$ cat config.mk
export PLATFORM = sky130hd
export DESIGN_NAME = magnitude_comp_serial
export DESIGN_NICKNAME = d
export VERILOG_FILES = /design/src/rtl/magcmp_pkg.sv /design/src/rtl/magcmp_bit_slice.sv /design/src/rtl/magnitude_comp_serial.sv
export SDC_FILE = /design/constraint.sdc
export NUM_CORES = 1
export LEC_CHECK = 0
export CORE_MARGIN = 5
export CORE_UTILIZATION = 54
export CTS_CLUSTER_SIZE = 30
export DETAILED_ROUTE_END_ITERATION = 12
export PLACE_DENSITY = 0.85
export SYNTH_ARGS = -nofsm -noshare
export SYNTH_HDL_FRONTEND = slang
export SYNTH_SLANG_ARGS = --single-unit
export TNS_END_PERCENT = 30
$ cat constraint.sdc
create_clock -name clk -period 2.38 [get_ports clk]
set_input_delay 0.357 -clock clk [delete_from_list [all_inputs] [get_ports clk]]
set_output_delay 0.357 -clock clk [all_outputs]
set_load 0.03 [all_outputs]
$ cat src/rtl/magcmp_pkg.sv
// Shared types and constants for the bit-serial magnitude comparator.
// Result encodings follow the {lt, eq, gt} bit order used on the output bus.
package magcmp_pkg;

  typedef enum logic [1:0] {
    IDLE  = 2'd0,
    SHIFT = 2'd1,
    DONE  = 2'd2
  } state_e;

  localparam logic [2:0] RES_GT = 3'b001;
  localparam logic [2:0] RES_EQ = 3'b010;
  localparam logic [2:0] RES_LT = 3'b100;

  // Map a decided direction (A above B or not) onto the one-hot result code.
  function automatic logic [2:0] res_from_dir(input logic a_greater);
    return a_greater ? RES_GT : RES_LT;
  endfunction

endpackage

$ cat src/rtl/magcmp_bit_slice.sv
// Combinational single-bit comparison of one operand bit pair.
// a_greater_o is meaningful only when differ_o is high. In signed mode the
// sign bit carries negative weight, so its sense is inverted.
module magcmp_bit_slice (
  input  logic a_bit_i,
  input  logic b_bit_i,
  input  logic is_msb_i,
  input  logic signed_mode_i,
  output logic differ_o,
  output logic a_greater_o
);

  assign differ_o    = a_bit_i ^ b_bit_i;
  assign a_greater_o = (is_msb_i && signed_mode_i) ? b_bit_i : a_bit_i;

endmodule

$ cat src/rtl/magnitude_comp_serial.sv
// Bit-serial MSB-first magnitude comparator.
// Optional feature macro: MAGCMP_SIGNED_EN adds a signed_mode input that makes
// the comparison two's complement (the sign-bit difference is inverted).
//
// Handshake: a request is accepted on the rising edge where state is IDLE,
// ena=1 and start=1; operands (and signed_mode) are captured on that edge.
// start is ignored in any other state. done pulses for one enabled cycle and
// gt/eq/lt/cycles then hold until the next accepted request. ena=0 freezes
// every register, including the FSM, so a pending done stays high.
module magnitude_comp_serial
  import magcmp_pkg::*;
#(
  parameter int WIDTH      = 8,
  parameter int EARLY_EXIT = 1,
  parameter int CNT_W      = $clog2(WIDTH + 1)
) (
  input  logic             clk,
  input  logic             rst_n,
  input  logic             ena,
  input  logic             start,
  input  logic [WIDTH-1:0] a,
  input  logic [WIDTH-1:0] b,
`ifdef MAGCMP_SIGNED_EN
  input  logic             signed_mode,
`endif
  output logic             busy,
  output logic             done,
  output logic             gt,
  output logic             eq,
  output logic             lt,
  output logic [CNT_W-1:0] cycles,
  output logic [1:0]       dbg_state
);

  localparam int   IDX_W = $clog2(WIDTH);
  localparam logic EE    = (EARLY_EXIT != 0);

  state_e             state_q, state_d;
  logic [WIDTH-1:0]   a_sh_q, a_sh_d;
  logic [WIDTH-1:0]   b_sh_q, b_sh_d;
  logic [IDX_W-1:0]   idx_q, idx_d;
  logic [2:0]         res_q, res_d;
  logic [CNT_W-1:0]   cyc_q, cyc_d;
  logic               diff_seen_q, diff_seen_d;
  logic               first_gt_q, first_gt_d;
  logic               signed_w;
  logic               is_msb;
  logic               bit_differ;
  logic               bit_a_greater;
  logic               last_bit;

`ifdef MAGCMP_SIGNED_EN
  logic signed_q;

  // Capture the signedness together with the operands on request acceptance.
  always_ff @(posedge clk or negedge rst_n) begin
    if (!rst_n) begin
      signed_q <= 1'b0;
    end else if (ena && state_q == IDLE && start) begin
      signed_q <= signed_mode;
    end
  end

  assign signed_w = signed_q;
`else
  assign signed_w = 1'b0;
`endif

  assign is_msb   = (idx_q == IDX_W'(WIDTH - 1));
  assign last_bit = (idx_q == '0);

  magcmp_bit_slice u_slice (
    .a_bit_i       (a_sh_q[WIDTH-1]),
    .b_bit_i       (b_sh_q[WIDTH-1]),
    .is_msb_i      (is_msb),
    .signed_mode_i (signed_w),
    .differ_o      (bit_differ),
    .a_greater_o   (bit_a_greater)
  );

  // State register; ena low holds the FSM where it is.
  always_ff @(posedge clk or negedge rst_n) begin
    if (!rst_n) begin
      state_q <= IDLE;
    end else if (ena) begin
      state_q <= state_d;
    end
  end

  // Next-state logic: leave SHIFT on an early decision or after the last bit.
  always_comb begin
    state_d = state_q;
    unique case (state_q)
      IDLE:    if (start) state_d = SHIFT;
      SHIFT:   if ((bit_differ && EE) || last_bit) state_d = DONE;
      DONE:    state_d = IDLE;
      default: state_d = IDLE;
    endcase
  end

  // Outputs decoded from state and the held result register.
  always_comb begin
    busy      = (state_q == SHIFT);
    done      = (state_q == DONE);
    gt        = res_q[0];
    eq        = res_q[1];
    lt        = res_q[2];
    cycles    = cyc_q;
    dbg_state = state_q;
  end

  // Datapath next values: load on acceptance, shift and decide during SHIFT.
  always_comb begin
    a_sh_d      = a_sh_q;
    b_sh_d      = b_sh_q;
    idx_d       = idx_q;
    res_d       = res_q;
    cyc_d       = cyc_q;
    diff_seen_d = diff_seen_q;
    first_gt_d  = first_gt_q;
    unique case (state_q)
      IDLE: begin
        if (start) begin
          a_sh_d      = a;
          b_sh_d      = b;
          idx_d       = IDX_W'(WIDTH - 1);
          res_d       = '0;
          cyc_d       = '0;
          diff_seen_d = 1'b0;
          first_gt_d  = 1'b0;
        end
      end
      SHIFT: begin
        a_sh_d = {a_sh_q[WIDTH-2:0], 1'b0};
        b_sh_d = {b_sh_q[WIDTH-2:0], 1'b0};
        idx_d  = idx_q - 1'b1;
        cyc_d  = cyc_q + 1'b1;
        // Only the most significant difference decides the outcome.
        if (bit_differ && !diff_seen_q) begin
          diff_seen_d = 1'b1;
          first_gt_d  = bit_a_greater;
        end
        if (bit_differ && EE) begin
          res_d = res_from_dir(bit_a_greater);
        end else if (last_bit) begin
          if (diff_seen_q)     res_d = res_from_dir(first_gt_q);
          else if (bit_differ) res_d = res_from_dir(bit_a_greater);
          else                 res_d = RES_EQ;
        end
      end
      default: ;
    endcase
  end

  // Datapath registers; frozen while ena is low.
  always_ff @(posedge clk or negedge rst_n) begin
    if (!rst_n) begin
      a_sh_q      <= '0;
      b_sh_q      <= '0;
      idx_q       <= '0;
      res_q       <= '0;
      cyc_q       <= '0;
      diff_seen_q <= 1'b0;
      first_gt_q  <= 1'b0;
    end else if (ena) begin
      a_sh_q      <= a_sh_d;
      b_sh_q      <= b_sh_d;
      idx_q       <= idx_d;
      res_q       <= res_d;
      cyc_q       <= cyc_d;
      diff_seen_q <= diff_seen_d;
      first_gt_q  <= first_gt_d;
    end
  end

endmodule
* Word level (Yosys, flattened, before mapping)
Index checks and enable logic that the tools add are counted.
** Word-level totals
- Bits in registers :: 30
** Cells by class
- $add $sub $neg :: 2
- Equal/unequal tests :: 6
- Muxes and demuxes :: 23
- Bitwise gates (word level) :: 1
- Reduce and logical (&&, ||, !) cells :: 10
** Operators with widths (number)
- 8-bit case mux with 2 select lines :: 2
- 3-bit 2-to-1 mux :: 7
- 8-bit 2-to-1 mux :: 2
- 3-bit case mux with 2 select lines :: 2
- 4-bit case mux with 2 select lines :: 1
- 4-bit AND reduction :: 2
- 3-bit AND reduction :: 2
- 4-bit by 1-bit adder with 4-bit output (second input constant) :: 1
- 2-bit 2-to-1 mux :: 2
- 4-bit 2-to-1 mux :: 1
- 2-bit by 1-bit != test with 1-bit output (second input constant) :: 2
- 1-bit case mux with 2 select lines :: 2
- 2-bit case mux with 2 select lines :: 1
- 3-bit zero test :: 1
- 1-bit 2-to-1 mux :: 3
- 3-bit by 1-bit != test with 1-bit output (second input constant) :: 1
- 3-bit by 1-bit subtractor with 3-bit output (second input constant) :: 1
- 2-bit by 1-bit == test with 1-bit output (second input constant) :: 1
- 2-bit == test (second input constant) :: 1
- 2-bit zero test :: 1
- 2-bit != test (second input constant) :: 1
- 2-bit nonzero test :: 1
- 1-bit logical AND :: 1
- 1-bit zero test :: 1
- other kinds (2) :: 2

* Longest topological paths before layout
Gate-level depths: netlist of the first run.
- Depth in word-level cells :: 5
- Gate-level depth with buffers :: 5
- Mapped depth without buffers :: 5

* Hierarchy
From an unflattened synthesis of the first run, not the netlist that was laid out.
** Second synthesis, totals
- Cells, all modules :: 151
- Area total of the unflattened synthesis :: 1576.5 µm²
** By module, submodules not included
- magnitude_comp_serial :: times used 1, cells an instance 148, area each 1549.0 µm², seq. area each 750.7 µm²
- magcmp_bit_slice :: times used 1, cells an instance 3, area each 27.5 µm², seq. area each 0.0 µm²

* Worst setup path after synthesis of the first run
Ideal clock, no wire load.
- Kind :: register to register
- Start point :: register state_q[1], in the netlist dbg_state[1]
- End point :: register res_q[0]
- Data arrival time :: 1.477 ns
- Setup slack :: 0.762 ns
- Cell stages (with the launch flop) :: 6
- Path buffers :: 1
- Clock period less this slack :: 1.618 ns
- Cell sequence :: dfrtp_1 > nand2b_1 > buf_2 > inv_1 > a311oi_1 > o32ai_1
** Between the ends
- Cells in the longest elaborated chain, start to end :: 3
- Elaborated cells between the ends (all ways) :: 7
** Ends and longest elaborated chain
- start, declared :: RTL line magnitude_comp_serial.sv:38 : state_e state_q, state_d;
- start signal, assigned :: RTL line magnitude_comp_serial.sv:86 : state_q <= state_d;
- 2-bit by 1-bit == test with 1-bit output *
- via busy :: RTL line magnitude_comp_serial.sv:26 : output logic busy,
- 3-bit by 1-bit != test with 1-bit output (no line) or 2-bit nonzero test (tied branches)
- 4-bit AND reduction (no line)
- end signal, assigned :: RTL line magnitude_comp_serial.sv:169 : res_q <= res_d;
- end, declared :: RTL line magnitude_comp_serial.sv:42 : logic [2:0] res_q, res_d;
Mark *: on every way through the listed nets, which the timed path passes. The rest lies on a longest branch.
A chain may end at the register's enable or synchronous reset.

* Worst setup path in the final report of the first run
- Start point :: register state_q[0], in the netlist dbg_state[0]
- End point :: output port dbg_state[0]
** RTL lines
- end, declared :: RTL line magnitude_comp_serial.sv:32 : output logic [1:0] dbg_state
No word-level cell between the ends.

==> metrics.yaml, run 1 <==
setup_path:
  required_ns: 2.02
  worst-r2r-cell-count: 3
  crit_slowest_cell: "clkdlybuf4s50_1"
  start_kind: "flip-flop"
  worstPathMaxFanout: 16
  crit_family: "buffers and inverters"
  crit-reg2reg-launch: "dbg_state[0]"
  slowest_delay_ns: 0.77
  endpoint_kind: "output pin"
  critPathArrivalTime_ns: 1.74
  setup.worst_path.start: "dbg_state[0]"
  path_depth: 1
  critPathBufInv: 1
  r2r_end: "res_q[2]"
  crit_chain: "clkdlybuf4s50_1"
  critPathKind: "flip-flop to output pin"
  r2r_setup_slack_ns: 0.37
  endpoint: "dbg_state[0]"
pwr:
  power_mw: 2.473
  ir_drop_uv: 1073
  p_per_area_nw_per_um2: 1287
  p_leak_nw: 0.8566
finish:
  drive_above_1_share_pct: 9.290
  syn2layout_area_growth_pct: 27.39
  diodes: 0
  final_area_sq_um: 1921
  nets: 205
  layoutNonFillerInstCount: 214
  final_core_util_pct: 70.87
place:
  placedCellCount: 206
  pre_cts_ws_ns: 0.2200
  gp_congestion: 0.8287
  io_buffers: 30
  dp_hpwl_um: 2434
  post_dp_cell_area_sq_um: 1843
synthesis:
  seq_area_frac_synth_pct: 49.79
  syn_area_per_cell_sq_um: 10.12
  ys_warn_count: 0
  netlist_instances: 149
  ys_top_cells_by_count: "o21ai_0 (35), dfrtp_1 (30), mux2i_1 (15)"
  ys_async_sr_fraction_pct: 100.0
  yosysTopAreaCell: "dfrtp_1"
  synth_compound_gate_area_share_pct: 21.99
  synth_xor_area_share_pct: 0.5809
  ys.flop_type: "dfrtp_1"
  synth_fa_ha_area_share_pct: 3.154
  syn_nets: 172
  synth_top_family_by_area: "compound AO/OA/AOI/OAI gates"
  muxShareOfSynthArea_pct: 10.71
  ys_ff_latch: 30
  synth_cell_types: 35
  yosys.area_share.simple_pct: 8.963
  netlist_area_sq_um: 1508
  yosysMostFrequentCell: "o21ai_0"
  synth_edf_count: 0
  synth.top_cell.area_share_pct: 49.79
  synthTopCellsByArea: "dfrtp_1 (50%), o21ai_0 (12%), mux2i_1 (10%)"
run:
  drv_cap: 0
clocking:
  post_cts_resized: 0
  clk_latency_ns: 0.32
  cts_max_path_buffers: 2
  clock_sinks: 30
  h-tree-depth: 2
  cts_tree: "built"
  ctsHoldBuffers: 0
  clkSlewWorstSetupHoldPaths_ns: 0.10
  post_cts_buffers: 0
  numCtsBuffers: 5
  cts-root-buf: "clkbuf_4"
timing:
  hold_viol: 0
  fin_crit_sh_pct: 88.21
  finalCriticalPeriod_ns: 2.099
  fin_setup_tns_ns: 0
  slew-limit-headroom_pct: 20.97
  tightest_slew_ns: 1.181
  finClkSkew_ns: 0.01311
  report.final.slew_viol_count: 0
  max_freq_ghz: 0.4763
  grt_setup_unrepaired: "false"
  whs_ns: 0.4091
  setup_viol: 0
  layout_setup_ws_ns: 0.2807
floorplan:
  io_pins: 31
  dieHeight_um: 62.84
  start_util_pct: 55.63
  die_area_sq_um: 3949
  row_count: 19
  coreArea_sq_um: 2710
  fp.dieW_um: 62.84
detailed_routing:
  postRouteAntennaNets: 0
  drc_errors: 0
  wl_per_cell_um: 15.78
  drt_iter0_drc: 60
  dr_total_vias: 1270
  dr.pass1.iters: 4
  avgViaCountPerCell: 5.935
  finalWirelength_um: 3376
global_route:
  grt_max_degree: 31
  grt_pass1_vias: 1320
  antenna_found_initial: 0
  grt_pass1_wl_um: 5989
  track_usage_pct: 18.82
  grt_overflow: 0
run_status:
  status: "complete, no violations"
hold_path:
  hp-class: "input pin to asynchronous set/reset pin"
-- cell families (layout without fill, tap and decap cells) --
group	Yosys count	after routing
AOI/OAI and AO/OA	56	56
xor gates and xnor gates	1	1
adders and majority gates	4	4
buffers and inverters	18	52
DFF	30	30
muxes	16	16
and+or+nand+nor	24	24
-- routing by layer --
metal | vias to the layer above | track usage (%) | share of wire, %
li1 | 607 | - | -
met4 | 0 | 5.836 | 1.7
met3 | 11 | 6.115 | 4.4
met1 | 608 | 23.36 | 43
met5 | - | 0 | 0
met2 | 44 | 30.96 | 51
-- cell usage in the layout (no fill, tap or decap), types with 2 or more instances in the layout --
cell type | Yosys | layout
o21ai_0 | 35 | 35
dfrtp_1 | 30 | 30
clkdlybuf4s50_1 | 0 | 29
mux2i_1 | 15 | 15
inv_1 | 9 | 9
nand2b_1 | 6 | 6
buf_4 | 1 | 6
clkbuf_4 | 0 | 5
nand2_1 | 4 | 4
nor2b_1 | 3 | 3
nand3_1 | 3 | 3
a21oi_1 | 3 | 3
ha_1 | 3 | 3
nor2_1 | 2 | 2
or2_2 | 2 | 2
a22oi_1 | 2 | 2
a31oi_1 | 2 | 2
a32o_1 | 2 | 2
o31ai_1 | 2 | 2
a22o_1 | 2 | 2
clkinv_2 | 0 | 2
-- registers in the layout, indices dropped and copies added (netlist names) --
register,cells
a_sh_q,8
cycles,4
idx_q,3
b_sh_q,8
dbg_state,2
res_q,3
first_gt_q,1
diff_seen_q,1
-- layout make-up --
cell class                      count  area (sq um)
Fill cell                         215         789.5
Sequential cell                    30         750.7
Multi-Input combinational cell    101         684.4
Timing Repair Buffer               35         335.3
Clock inverter                      3         40.04
Tap cell                           31         38.79
Clock buffer                        5         37.54
Inverter                            9         33.78
-- where the power goes --
part           internal (mW)  switching [mW]
Sequential             0.729           0.196
Clock                  0.218           0.174
Combinational          0.510           0.645
-- worst min path at each step --
| stage | from | to | slack, ns |
|---|---|---|---|
| floorplan | rst_n | a_sh_q[0] | 0.06 |
| global placement | cycles[3] | cycles[3] | 0.46 |
| detailed placement | cycles[3] | cycles[3] | 0.48 |
| CTS | rst_n | dbg_state[0] | 0.42 |
| global route | rst_n | cycles[3] | 0.44 |
| finish | rst_n | cycles[3] | 0.41 |
Note: power is estimated with default switching activity, not from simulation.
==> inputs of run 2 (changes only) <==
- MAX_ROUTING_LAYER: default -> met4
==> metrics.yaml, run 2 (synthesized netlist as in run 1, its figures left out) <==
run_status:
  status: "complete, no violations"  # unchanged
floorplan:
  io_pins: 31  # unchanged
  die_area_sq_um: 3949  # unchanged
  coreArea_sq_um: 2710  # unchanged
  dieHeight_um: 62.84  # unchanged
  row_count: 19  # unchanged
  start_util_pct: 55.63  # unchanged
  fp.dieW_um: 62.84  # unchanged
clocking:
  post_cts_resized: 0  # unchanged
  clk_latency_ns: 0.32  # about the same
  cts_max_path_buffers: 2  # unchanged
  ctsHoldBuffers: 0  # unchanged
  cts-root-buf: "clkbuf_4"  # unchanged
  h-tree-depth: 2  # unchanged
  clock_sinks: 30  # unchanged
  clkSlewWorstSetupHoldPaths_ns: 0.10  # about the same
  cts_tree: "built"  # unchanged
  numCtsBuffers: 5  # unchanged
  post_cts_buffers: 0  # unchanged
setup_path:
  crit_chain: "clkdlybuf4s50_1"  # unchanged
  crit_slowest_cell: "clkdlybuf4s50_1"  # unchanged
  worstPathMaxFanout: 16  # unchanged
  endpoint_kind: "output pin"  # unchanged
  start_kind: "flip-flop"  # unchanged
  critPathKind: "flip-flop to output pin"  # unchanged
  crit_family: "buffers and inverters"  # unchanged
  required_ns: 2.02  # about the same
  slowest_delay_ns: 0.77  # about the same
  critPathArrivalTime_ns: 1.75  # was 1.74 ns
  critPathBufInv: 1  # unchanged
timing:
  fin_setup_tns_ns: 0  # unchanged
  tightest_slew_ns: 1.194  # was 1.181 ns
  hold_viol: 0  # unchanged
  slew-limit-headroom_pct: 20.10  # was 20.97%
  setup_viol: 0  # unchanged
  report.final.slew_viol_count: 0  # unchanged
  grt_setup_unrepaired: "false"  # unchanged
  finalCriticalPeriod_ns: 2.105  # was 2.099 ns
  max_freq_ghz: 0.4750  # was 0.4763 GHz
  finClkSkew_ns: 0.01381  # was 0.01311 ns
  fin_crit_sh_pct: 88.45  # was 88.21%
detailed_routing:
  wl_per_cell_um: 15.85  # was 15.78 um
  dr_total_vias: 1260  # was 1270
  drc_errors: 0  # unchanged
  avgViaCountPerCell: 5.888  # was 5.935
  finalWirelength_um: 3392  # was 3376 um
  dr.pass1.iters: 4  # unchanged
  postRouteAntennaNets: 0  # unchanged
  drt_iter0_drc: 40  # was 60
pwr:
  p_leak_nw: 0.8566  # unchanged
  ir_drop_uv: 1073  # about the same
  p_per_area_nw_per_um2: 1287  # about the same
finish:
  fill_cells: 215  # unchanged
  final_core_util_pct: 70.87  # unchanged
  drive_above_1_share_pct: 9.290  # unchanged
  ff_latch_area_sq_um: 750.7  # unchanged
  final_cell_mix: "o21ai_0 (35), dfrtp_1 (30), clkdlybuf4s50_1 (29)"  # unchanged
  diodes: 0  # unchanged
  nets: 205  # unchanged
  multiInputGateArea_sq_um: 684.4  # unchanged
  syn2layout_area_growth_pct: 27.39  # unchanged
  final_common_cell: "o21ai_0"  # unchanged
global_route:
  grt_pass1_vias: 1321  # was 1320
  grt_max_degree: 31  # unchanged
  grt_overflow: 0  # unchanged
  antenna_found_initial: 0  # unchanged
  grt_pass1_wl_um: 5989  # unchanged
  track_usage_pct: 19.35  # was 18.82%
place:
  gp_congestion: 0.8413  # was 0.8287
  io_buffers: 30  # unchanged
  dp_hpwl_um: 2434  # unchanged
hold_path:
  hp-class: "input pin to asynchronous set/reset pin"  # unchanged
run:
  drv_cap: 0  # unchanged
## run 2: cell type report
type,count,share of cell area [%]
sequential,30,39.09
multi-input combinational,101,35.64
tap,31,2.020
inverter,9,1.759
timing repair buffer,35,17.46
clock inverter,3,2.085
clock buffer,5,1.954
## run 2: final timing paths
check,cells past startpoint,to,slack [ns],startpoint
setup / recovery,1,dbg_state[0],0.27,dbg_state[0]
hold / removal,2,dbg_state[0],0.41,rst_n
setup reg to reg,3,res_q[2],0.36,dbg_state[0]
hold reg to reg,1,cycles[3],0.49,cycles[3]
max in group asynchronous,2,b_sh_q[0],1.68,rst_n
min in group clk,1,cycles[3],0.49,cycles[3]
## run 2: layer usage
| layer | vias up | global-route usage (%) | wire length (um) |
|---|---|---|---|
| met3 | 9 | 5.755 | 129 |
| met1 | 608 | 23.59 | 1483 |
| met5 | - | - | 0 |
| met2 | 35 | 30.96 | 1730 |
| li1 | 608 | - | - |
| met4 | 0 | 5.836 | 48 |
## run 2: per-stage QoR
step	worst slack (ns)	instances	power [mW]	cell area, sq um	hold WS [ns]
detailed placement	0.2200	206	2.088	1843	0.4827
global route	0.1650	214	2.667	1921	0.4400
global placement	0.2953	206	2.018	1843	0.4626
finish	0.2749	214	2.472	1921	0.4109
floorplan	0.7619	149	1.703	1508	0.06141
CTS	0.2543	214	2.484	1921	0.4229
## run 2: where the power goes
part / internal, mW / total (mW) / switching, mW / leakage (nW)
sequential: 0.729 / 0.927 / 0.198 / 0.375
combinational: 0.510 / 1.15 / 0.644 / 0.437
clock: 0.218 / 0.391 / 0.174 / 0.0450
total: 1.46 / 2.47 / 1.02 / 0.857
